--- src/rtl/lock_pkg.sv ---
// -----------------------------------------------------------------------------
// lock_pkg
// Shared definitions for the lock-in modulation path.
//   HPW / PHW      : widths of the generator's period divider and phase offset
//   sched_state_e  : state encoding of the hp/phase update scheduler
// -----------------------------------------------------------------------------
package lock_pkg;

  localparam int HPW = 14;
  localparam int PHW = 13;

  typedef enum logic [1:0] {
    SCHED_IDLE  = 2'd0,
    SCHED_PEND  = 2'd1,
    SCHED_SWEEP = 2'd2
  } sched_state_e;

endpackage : lock_pkg

--- src/rtl/sched_watchdog.sv ---
// -----------------------------------------------------------------------------
// sched_watchdog
// Loadable down-counter used to bound how long a staged update may wait for a
// period boundary. The count saturates at zero; expired is high while enabled
// and the count has reached zero.
//   clk, rst  : clock, synchronous active-high reset
//   load      : load load_val (takes priority over clr and counting)
//   load_val  : value loaded; expiry follows load_val+1 enabled clocks later
//   clr       : force the count to zero
//   en        : count down one per clock
//   expired   : count is zero while enabled
// -----------------------------------------------------------------------------
module sched_watchdog #(
  parameter int W = 28
) (
  input  logic         clk,
  input  logic         rst,
  input  logic         load,
  input  logic [W-1:0] load_val,
  input  logic         clr,
  input  logic         en,
  output logic         expired
);

  logic [W-1:0] cnt;

  // NOTE: sequential state is updated with non-blocking assignments so every
  // register samples the values from before the edge.
  always_ff @(posedge clk) begin
    if (rst) begin
      cnt <= '0;
    end else if (load) begin
      cnt <= load_val;
    end else if (clr) begin
      cnt <= '0;
    end else if (en && (cnt != '0)) begin
      cnt <= cnt - 1'b1;
    end
  end

  assign expired = en && (cnt == '0);

endmodule : sched_watchdog

--- src/rtl/gen_mod_sched.sv ---
// -----------------------------------------------------------------------------
// gen_mod_sched
// Update scheduler and sweep sequencer for the harmonic modulation generator.
// Register-bus writes of hp/phase are staged and committed only on a waveform
// period boundary (harmonic_trig) so the generator never glitches mid-period.
// In sweep mode hp steps between sweep_hp_min and sweep_hp_max, one step every
// sweep_dwell+1 periods.
//
// Build option: GEN_MOD_SCHED_TIMEOUT_EN
//   defined   : a watchdog forces the commit after TIMEOUT clocks without a
//               trig, pulsing gen_rst alongside upd_done.
//   undefined : PEND waits for harmonic_trig indefinitely; gen_rst is 0.
//
// Ports
//   clk, rst                    clock, synchronous active-high reset
//   cfg_hp, cfg_phase, cfg_wr   staged values and their single-cycle strobe
//   sweep_en                    enable autonomous hp sweep
//   sweep_hp_min/max            inclusive sweep limits
//   sweep_step                  hp increment per step
//   sweep_dwell                 periods per step minus 1
//   harmonic_trig               period-boundary pulse from the generator
//   hp, phase                   committed values (registered)
//   busy                        staged update pending
//   upd_done                    one-cycle pulse per commit
//   sweep_wrap                  one-cycle pulse when the sweep returns to min
//   gen_rst                     one-cycle generator resync on a forced commit
// -----------------------------------------------------------------------------
module gen_mod_sched
  import lock_pkg::*;
#(
  parameter int               HPW     = lock_pkg::HPW,
  parameter int               PHW     = lock_pkg::PHW,
  parameter int               TMO_W   = 28,
  parameter logic [TMO_W-1:0] TIMEOUT = 28'd100_000_000
) (
  input  logic           clk,
  input  logic           rst,
  input  logic [HPW-1:0] cfg_hp,
  input  logic [PHW-1:0] cfg_phase,
  input  logic           cfg_wr,
  input  logic           sweep_en,
  input  logic [HPW-1:0] sweep_hp_min,
  input  logic [HPW-1:0] sweep_hp_max,
  input  logic [HPW-1:0] sweep_step,
  input  logic [7:0]     sweep_dwell,
  input  logic           harmonic_trig,
  output logic [HPW-1:0] hp,
  output logic [PHW-1:0] phase,
  output logic           busy,
  output logic           upd_done,
  output logic           sweep_wrap,
  output logic           gen_rst
);

  sched_state_e   state;
  logic [HPW-1:0] stg_hp;
  logic [PHW-1:0] stg_phase;
  logic [7:0]     dwell_cnt;

  // ---------------------------------------------------------------------------
  // Next sweep value. The sum is formed one bit wider so a carry past the top
  // of the hp range still compares as "above max" and wraps.
  // ---------------------------------------------------------------------------
  logic [HPW:0]   sweep_sum;
  logic [HPW-1:0] step_hp;
  logic           step_wrap;

  // NOTE: every signal written in always_comb gets a default first, so no path
  // leaves it unassigned and no latch is inferred.
  always_comb begin
    sweep_sum = {1'b0, hp} + {1'b0, sweep_step};
    step_hp   = hp;
    step_wrap = 1'b0;
    if (sweep_hp_min > sweep_hp_max) begin
      // Inverted limits: pin to min and report the wrap on every step.
      step_hp   = sweep_hp_min;
      step_wrap = 1'b1;
    end else if (hp < sweep_hp_min) begin
      // Entered the sweep below range: first step lands on min.
      step_hp = sweep_hp_min;
    end else if (sweep_step == '0) begin
      step_hp = hp;
    end else if (sweep_sum > {1'b0, sweep_hp_max}) begin
      step_hp   = sweep_hp_min;
      step_wrap = 1'b1;
    end else begin
      step_hp = sweep_sum[HPW-1:0];
    end
  end

`ifdef GEN_MOD_SCHED_TIMEOUT_EN
  localparam logic [TMO_W-1:0] TMO_LOAD = TIMEOUT - 1'b1;

  logic wdg_expired;
  logic gen_rst_q;

  // Loaded on every cfg_wr (the only way into PEND), so each write restarts
  // the full TIMEOUT window.
  sched_watchdog #(
    .W (TMO_W)
  ) u_watchdog (
    .clk      (clk),
    .rst      (rst),
    .load     (cfg_wr),
    .load_val (TMO_LOAD),
    .clr      (state != SCHED_PEND),
    .en       (state == SCHED_PEND),
    .expired  (wdg_expired)
  );

  assign gen_rst = gen_rst_q;
`else
  assign gen_rst = 1'b0;
`endif

  // ---------------------------------------------------------------------------
  // Scheduler FSM with registered outputs.
  // ---------------------------------------------------------------------------
  always_ff @(posedge clk) begin
    if (rst) begin
      state      <= SCHED_IDLE;
      stg_hp     <= '0;
      stg_phase  <= '0;
      dwell_cnt  <= '0;
      hp         <= '0;
      phase      <= '0;
      busy       <= 1'b0;
      upd_done   <= 1'b0;
      sweep_wrap <= 1'b0;
`ifdef GEN_MOD_SCHED_TIMEOUT_EN
      gen_rst_q  <= 1'b0;
`endif
    end else begin
      upd_done   <= 1'b0;
      sweep_wrap <= 1'b0;
`ifdef GEN_MOD_SCHED_TIMEOUT_EN
      gen_rst_q  <= 1'b0;
`endif
      unique case (state)
        SCHED_IDLE: begin
          dwell_cnt <= '0;
          if (cfg_wr) begin
            stg_hp    <= cfg_hp;
            stg_phase <= cfg_phase;
            busy      <= 1'b1;
            state     <= SCHED_PEND;
          end else if (sweep_en) begin
            state <= SCHED_SWEEP;
          end
        end

        SCHED_PEND: begin
          dwell_cnt <= '0;
          if (harmonic_trig) begin
            // A write landing on the boundary itself is the freshest value.
            hp       <= cfg_wr ? cfg_hp    : stg_hp;
            phase    <= cfg_wr ? cfg_phase : stg_phase;
            upd_done <= 1'b1;
            busy     <= 1'b0;
            state    <= sweep_en ? SCHED_SWEEP : SCHED_IDLE;
          end else if (cfg_wr) begin
            stg_hp    <= cfg_hp;
            stg_phase <= cfg_phase;
`ifdef GEN_MOD_SCHED_TIMEOUT_EN
          end else if (wdg_expired) begin
            // No boundary arrived: commit anyway and resync the generator.
            hp        <= stg_hp;
            phase     <= stg_phase;
            upd_done  <= 1'b1;
            gen_rst_q <= 1'b1;
            busy      <= 1'b0;
            state     <= sweep_en ? SCHED_SWEEP : SCHED_IDLE;
`endif
          end
        end

        SCHED_SWEEP: begin
          if (cfg_wr) begin
            stg_hp    <= cfg_hp;
            stg_phase <= cfg_phase;
            busy      <= 1'b1;
            dwell_cnt <= '0;
            state     <= SCHED_PEND;
          end else if (!sweep_en) begin
            state <= SCHED_IDLE;
          end else if (harmonic_trig) begin
            // >= rather than == so a dwell reprogrammed below the running
            // count steps at once instead of counting round to 255.
            if (dwell_cnt >= sweep_dwell) begin
              dwell_cnt  <= '0;
              hp         <= step_hp;
              sweep_wrap <= step_wrap;
            end else begin
              dwell_cnt <= dwell_cnt + 8'd1;
            end
          end
        end

        default: state <= SCHED_IDLE;
      endcase
    end
  end

endmodule : gen_mod_sched

--- config.mk ---
export PLATFORM = sky130hd
export DESIGN_NAME = gen_mod_sched
export DESIGN_NICKNAME = d
export VERILOG_FILES = /design/src/rtl/lock_pkg.sv /design/src/rtl/sched_watchdog.sv /design/src/rtl/gen_mod_sched.sv
export SDC_FILE = /design/constraint.sdc
export NUM_CORES = 1
export LEC_CHECK = 0
export CORE_AREA = 3 3 157 113
export DETAILED_ROUTE_END_ITERATION = 10
export DIE_AREA = 0 0 160 116
export DONT_BUFFER_PORTS = 1
export PLACE_DENSITY_LB_ADDON = 0.2
export SYNTH_ARGS = -nofsm -noshare
export SYNTH_HDL_FRONTEND = slang
export SYNTH_SLANG_ARGS = --single-unit
--- constraint.sdc ---
create_clock -name clk -period 5.6 [get_ports clk]
set_clock_uncertainty 0.05 [all_clocks]
set_input_delay 1.68 -clock clk [delete_from_list [all_inputs] [get_ports clk]]
set_output_delay 1.68 -clock clk [all_outputs]
set_load 0.02 [all_outputs]
==> results of run 1 <==
[area by class of cell]
cell class / count / area share, %
Multi-Input combinational cell: 455 / 59.6
Timing Repair Buffer: 6 / 1.06
Sequential cell: 67 / 24.6
Clock inverter: 7 / 2.27
Inverter: 46 / 3.17
Tap cell: 225 / 5.17
Clock buffer: 9 / 4.13
[synth_stat cells, types with 3 or more instances]
| library cell | number | area share [%] |
|---|---|---|
| a31oi_1 | 4 | 0.51 |
| dfxtp_1 | 67 | 27 |
| and2_1 | 3 | 0.38 |
| o211ai_1 | 14 | 2.2 |
| nor4_1 | 5 | 0.64 |
| and3_1 | 6 | 0.77 |
| a32o_1 | 12 | 2.5 |
| a21o_1 | 9 | 1.4 |
| nor3b_1 | 3 | 0.46 |
| a211o_1 | 5 | 0.90 |
| nand4_1 | 9 | 1.2 |
| clkbuf_1 | 20 | 1.5 |
| a21oi_1 | 47 | 4.8 |
| nand3b_1 | 4 | 0.61 |
| mux2i_1 | 27 | 5.5 |
| inv_1 | 46 | 3.5 |
| xnor2_1 | 6 | 1.1 |
| buf_1 | 3 | 0.23 |
| nor2_1 | 48 | 3.7 |
| buf_2 | 3 | 0.31 |
| nor3_1 | 6 | 0.61 |
| nor2b_1 | 4 | 0.51 |
| o21ai_0 | 20 | 2.0 |
| ha_1 | 64 | 16 |
| a211oi_1 | 30 | 4.6 |
| nand2_1 | 61 | 4.7 |
| nand2b_1 | 5 | 0.64 |
| nand3_1 | 19 | 1.9 |
| o21a_1 | 5 | 0.77 |
[flip-flops by register name (all words and copies together) (netlist names)]
register,count
state,2
hp,14
upd_done,1
phase,13
stg_phase,13
stg_hp,14
busy,1
dwell_cnt,8
sweep_wrap,1
[kinds of logic (layout without fill, tap and decap cells)]
group           count (synthesis)  after routing  synth area share, %
flops                          67             67                 27.5
simple gates                  185            185                 18.0
other cells                     1              1               0.0768
xor+xnor                        8              8                 1.43
buf+inv                        75             68                 6.15
mux                            28             28                 5.76
fa+ha+maj                      65             65                 16.8
compound gates                168            168                 24.3
[layout by cell type, fill, tap and decap left out, drive strengths merged, types with 6 or more instances in the layout]
master	Yosys	routed
a21oi	48	48
inv	46	47
nand4	9	9
a32o	12	12
xnor2	6	6
buf	9	6
nor3	6	6
clkbuf	20	9
a21o	9	9
a211oi	31	31
nand3	19	19
o21ai	22	22
o211ai	14	14
and3	6	6
nand2	61	61
nor2	48	48
mux2i	27	27
ha	64	64
dfxtp	67	67
[per-layer routing]
| layer | routed length, um | global-route usage (%) | part of all wire [%] |
|---|---|---|---|
| met5 | 0 | 0 | 0 |
| met1 | 7050 | 21.6 | 49 |
| met2 | 6300 | 23.2 | 43 |
| met4 | 138 | 3.35 | 0.95 |
| met3 | 998 | 3.97 | 6.9 |
[path summary, 6_finish.rpt]
kind / from / end / slack, ps
setup / recovery: sweep_step[0] / hp[11]$_SDFFE_PP0P_ / 140
hold / removal: stg_phase[4]$_SDFFE_PP0P_ / stg_phase[4]$_SDFFE_PP0P_ / 400
hold reg to reg: stg_phase[4]$_SDFFE_PP0P_ / stg_phase[4]$_SDFFE_PP0P_ / 400
setup reg to reg: hp[0]$_SDFFE_PP0P_ / hp[11]$_SDFFE_PP0P_ / 900
[where the power goes]
group | switching, mW | leakage, nW | internal, mW | total, mW
clock network | 0.224 | 0.166 | 0.438 | 0.662
logic | 0.141 | 1.67 | 0.0992 | 0.240
registers | 0.0299 | 0.548 | 0.502 | 0.531
[through the flow]
step | utilization, % | TNS (ps)
floorplan | - | 0
global placement | 31.3 | 0
detailed placement | 31.3 | -243
CTS | 33.4 | 0
global route | 33.4 | -1.77
finish | 33.4 | 0
[repair_timing]
action                     in CTS  in global routing
setup buffers                   0                  0
resized for setup               0                  2
setup endpoints to repair       0                 13
[tightest hold or removal path, cell delays in order, from the launching register on]
cell and delay [ps]:
dfxtp_1 300, nand2_1 50, a21oi_1 50
==> impl_metrics.yaml, run 1 <==
critical_path:
  max_stage_delay_ps: 410
  end_kind: "flop"
  worstPathArrival_ps: 5640
  path_max_fanout: 14
  crit_required_ps: 5770
  path_buf_inv: 2
  slowest_stage: "a2111o_1"
  cp_num_cells: 19
  cp_top_family: "compound AO/OA/AOI/OAI gates"
  r2r_cells: 19
  crit_type: "in2reg"
  critPathLaunchType: "input pin"
  crit_chain: "ha_1, inv_1, fa_1, nor2b_1, o2111ai_1, a21oi_1, o21ai_0, a2111o_1, and2_1, ha_1, nand3_1, nor4_1, a21o_1, a31oi_1, a211oi_4, and2_1, buf_12, o211ai_1, a32o_1"
route:
  totalWireLength_mm: 14.5
  drc: 0
  post_drt_wl_per_cell_um: 17.8
  via_per_inst: 5.23
  ant_nets: 0
  drt-initial-drc-count: 327
  dr.pass1.iters: 4
  vias: 4263
status:
  status: "completed"
synth:
  synth_ff_type: "dfxtp_1"
  ys_ff_latch: 67
  ys_types: 60
  yosys_warnings: 0
  synth-edff-count: 0
  syn_inst: 597
  yosysSeqAreaShare_pct: 27.5
  synth.cell_area_um2: 4880
  syn-num-nets: 744
  ys_async_sr_fraction_pct: 0
  synth.avg_cell_area_um2: 8.18
power_and_ir_drop:
  powerDensity_nw_per_um2: 263
  p_total_mw: 1.43
  ir_drop_mv: 0.114
  leakage_nw: 2.39
floorplanning:
  die_x_um: 160
  die-area_um2: 18600
  row_count: 39
  die_height_um: 116
  initial_core_util_pct: 30.0
  ios: 113
  core-area_um2: 16300
grt:
  overflow: 0
  antenna_found_initial: 0
  grt_pass1_wl_mm: 22.5
  grt_max_degree: 58
  grt_usage_pct: 15.2
  first_global_vias: 4065
timing:
  final-setup-viol-count: 0
  tightest_slew_ps: 1120
  relSlewSlack_pct: 25.4
  min_period_ps: 5460
  layout_setup_ws_ps: 135
  timing.final.max_slew_violations: 0
  timing.final.crit_share_pct: 97.6
  clock.fmax_ghz: 0.183
  whs_ps: 404
  finalHoldViolCount: 0
cts:
  cts_tree: "yes"
  clock-sinks: 67
  clock-root-buffer: "clkbuf_16"
  clkTransAtPathRegs_ps: 60
  clockBufferDepth: 2
  ctsHoldBuffers: 0
  clk_latency_ps: 340
  cts_buffers: 9
  cts.htree.levels: 3
final_layout:
  fin_area_um2: 5450
  multiInputGateArea_um2: 3250
  syn_to_final_growth_pct: 11.6
  layout-drive-gt1-share_pct: 5.59
  nNetsFinal: 732
  antenna_cells: 0
  final_cells: 815
  ff_latch_area_um2: 1340
  fillCellCount: 1747
place:
  place_congestion: 0.861
  pre_cts_slack_ps: -48.1
  hpwl_mm: 11.6
  dpl-instance-area_um2: 5090
  io_buffers: 0
  dp.cells: 799
min_path:
  whs_path_depth: 2
  holdCritPathClass: "reg2reg"
run:
  max-cap-violations: 0
Power figures use the tool's default switching activity.
==> run 2, diff against run 1 <==
MAX_ROUTING_LAYER = met4   (was unset)
==> run 2 against run 1 <==
Compared with the run above: sequential cell count did not move; first-iteration DRC count fell by 15%; hold slack got worse by 3.5 ps; largest power group unchanged; highest routed layer unchanged.
==> impl_metrics.yaml, run 2 (same netlist as run 1, synthesis figures left out) <==
status:
  status: "completed"
floorplanning:
  die_x_um: 160
  die-area_um2: 18600
  die_height_um: 116
  core-area_um2: 16300
  row_count: 39
  initial_core_util_pct: 30.0
  ios: 113
power_and_ir_drop:
  p_total_mw: 1.34
  powerDensity_nw_per_um2: 247
  ir_drop_mv: 0.115
  leakage_nw: 2.38
timing:
  clock.fmax_ghz: 0.188
  final-setup-viol-count: 0
  timing.final.max_slew_violations: 0
  finalHoldViolCount: 0
  tightest_slew_ps: 1070
  min_period_ps: 5310
  rsz0062_at_grt: "no"
  layout_setup_ws_ps: 288
  relSlewSlack_pct: 28.4
  whs_ps: 400
  timing.final.crit_share_pct: 94.9
place:
  hpwl_mm: 11.8
  pre_cts_slack_ps: -61.4
  place_congestion: 0.863
  io_buffers: 0
route:
  dr.pass1.iters: 4
  ant_nets: 0
  totalWireLength_mm: 14.5
  vias: 4233
  via_per_inst: 5.18
  post_drt_wl_per_cell_um: 17.7
  drc: 0
  drt-initial-drc-count: 278
critical_path:
  crit_chain: "ha_1, inv_1, fa_1, nor2b_2, o2111ai_1, a21oi_2, o21ai_0, a2111o_1, and2_1, ha_1, nand3_1, nor4_2, a21o_1, a31oi_1, a211oi_4, and2_1, buf_4, o211ai_1, a32o_1"
  regToRegStartpoint: "hp[0]$_SDFFE_PP0P_"
  critPathLaunchType: "input pin"
  max_stage_delay_ps: 420
  crit_required_ps: 5770
  worstPathArrival_ps: 5480
  slowest_stage: "a2111o_1"
  crit_type: "in2reg"
  path_max_fanout: 9
  worstSetupStartpoint: "sweep_step[0]"
  end_kind: "flop"
cts:
  clockBufferDepth: 2
  clk_latency_ps: 330
  cts_buffers: 9
  cts.htree.levels: 3
  clock-root-buffer: "clkbuf_16"
  clkTransAtPathRegs_ps: 60
  cts_tree: "yes"
  clock-sinks: 67
grt:
  grt_max_degree: 58
  grt_usage_pct: 16.0
  antenna_found_initial: 0
  first_global_vias: 4134
  overflow: 0
  grt_pass1_wl_mm: 22.7
run:
  max-cap-violations: 0
final_layout:
  layout-drive-gt1-share_pct: 6.25
  mostFrequentLayoutCells: "67 x dfxtp_1, 64 x ha_1, 61 x nand2_1"
  largestRegisters: "hp x14, stg_hp x14"
  antenna_cells: 0
  nNetsFinal: 735
  syn_to_final_growth_pct: 11.0
  final_common_cell: "dfxtp_1"
min_path:
  holdCritPathClass: "reg2reg"
  hold_path_startpoint: "stg_phase[1]$_SDFFE_PP0P_"
run 2: changes by cell type in the layout (fill, tap and decap cells not counted), moves of 2 or more:
cell / change
clkinv_4: -2
bufinv_16: -2
buf_4: +4
clkbuf_8: +2
run 2: power by group:
group / total, mW / internal [mW] / switching, mW
clock: 0.570 / 0.365 / 0.205
combinational: 0.239 / 0.0992 / 0.140
sequential: 0.532 / 0.502 / 0.0300
run 2: final cells by class:
class	instances	area, um2
Fill cell	1741	10900
Clock buffer	11	253
Sequential cell	67	1340
Tap cell	225	282
Multi-Input combinational cell	455	3250
Timing Repair Buffer	9	67.6
Clock inverter	4	50.0
Inverter	46	173
run 2: worst paths after layout:
| check | endpoint | slack (ps) | cells past startpoint |
|---|---|---|---|
| worst min-delay path | stg_phase[1]$_SDFFE_PP0P_ | 400 | 2 |
| worst min register to register | stg_phase[1]$_SDFFE_PP0P_ | 400 | 2 |
| worst max-delay path | hp[2]$_SDFFE_PP0P_ | 290 | 19 |
| worst max register to register | hp[2]$_SDFFE_PP0P_ | 1060 | 19 |
run 2: through the flow:
step	instances	area (um2)	TNS, ps	util, %
CTS	816	5400	0	33.1
finish	817	5420	0	33.3
detailed placement	801	5100	-322	31.3
global route	817	5420	0	33.3
floorplan	597	4880	0	-
global placement	801	5100	0	31.3
run 2: repair_timing:
item                                    in CTS  in global routing
resized for setup                            0                  3
buffers inserted                             0                  1
endpoints found under the hold margin        0                  0
endpoints found under the setup margin       0                 14
hold buffers                                 0                  0
run 2: per-layer routing:
metal / vias to the layer above / wire (um) / track usage [%]
li1: 2167 / - / -
met1: 1961 / 7340 / 21.7
met2: 90 / 6180 / 23.5
met3: 15 / 725 / 4.47
met4: 0 / 227 / 3.99
met5: - / 0 / -
run 2: critical path: cells and delay by family:
kind	cells	cell delay, ps
adder cells (fa/ha/maj)	3	860
AO/OA/AOI/OAI	9	1810
AND/OR/NAND/NOR	5	890
buffers and inverters	2	240
==> run 3, diff against run 2 <==
SYNTH_HIERARCHICAL = 1   (was unset)
==> results of run 3 <==
Final layout, timing and power as in run 2 (identical DEF).
Main changes from that run: Yosys warning count 0 -> 6
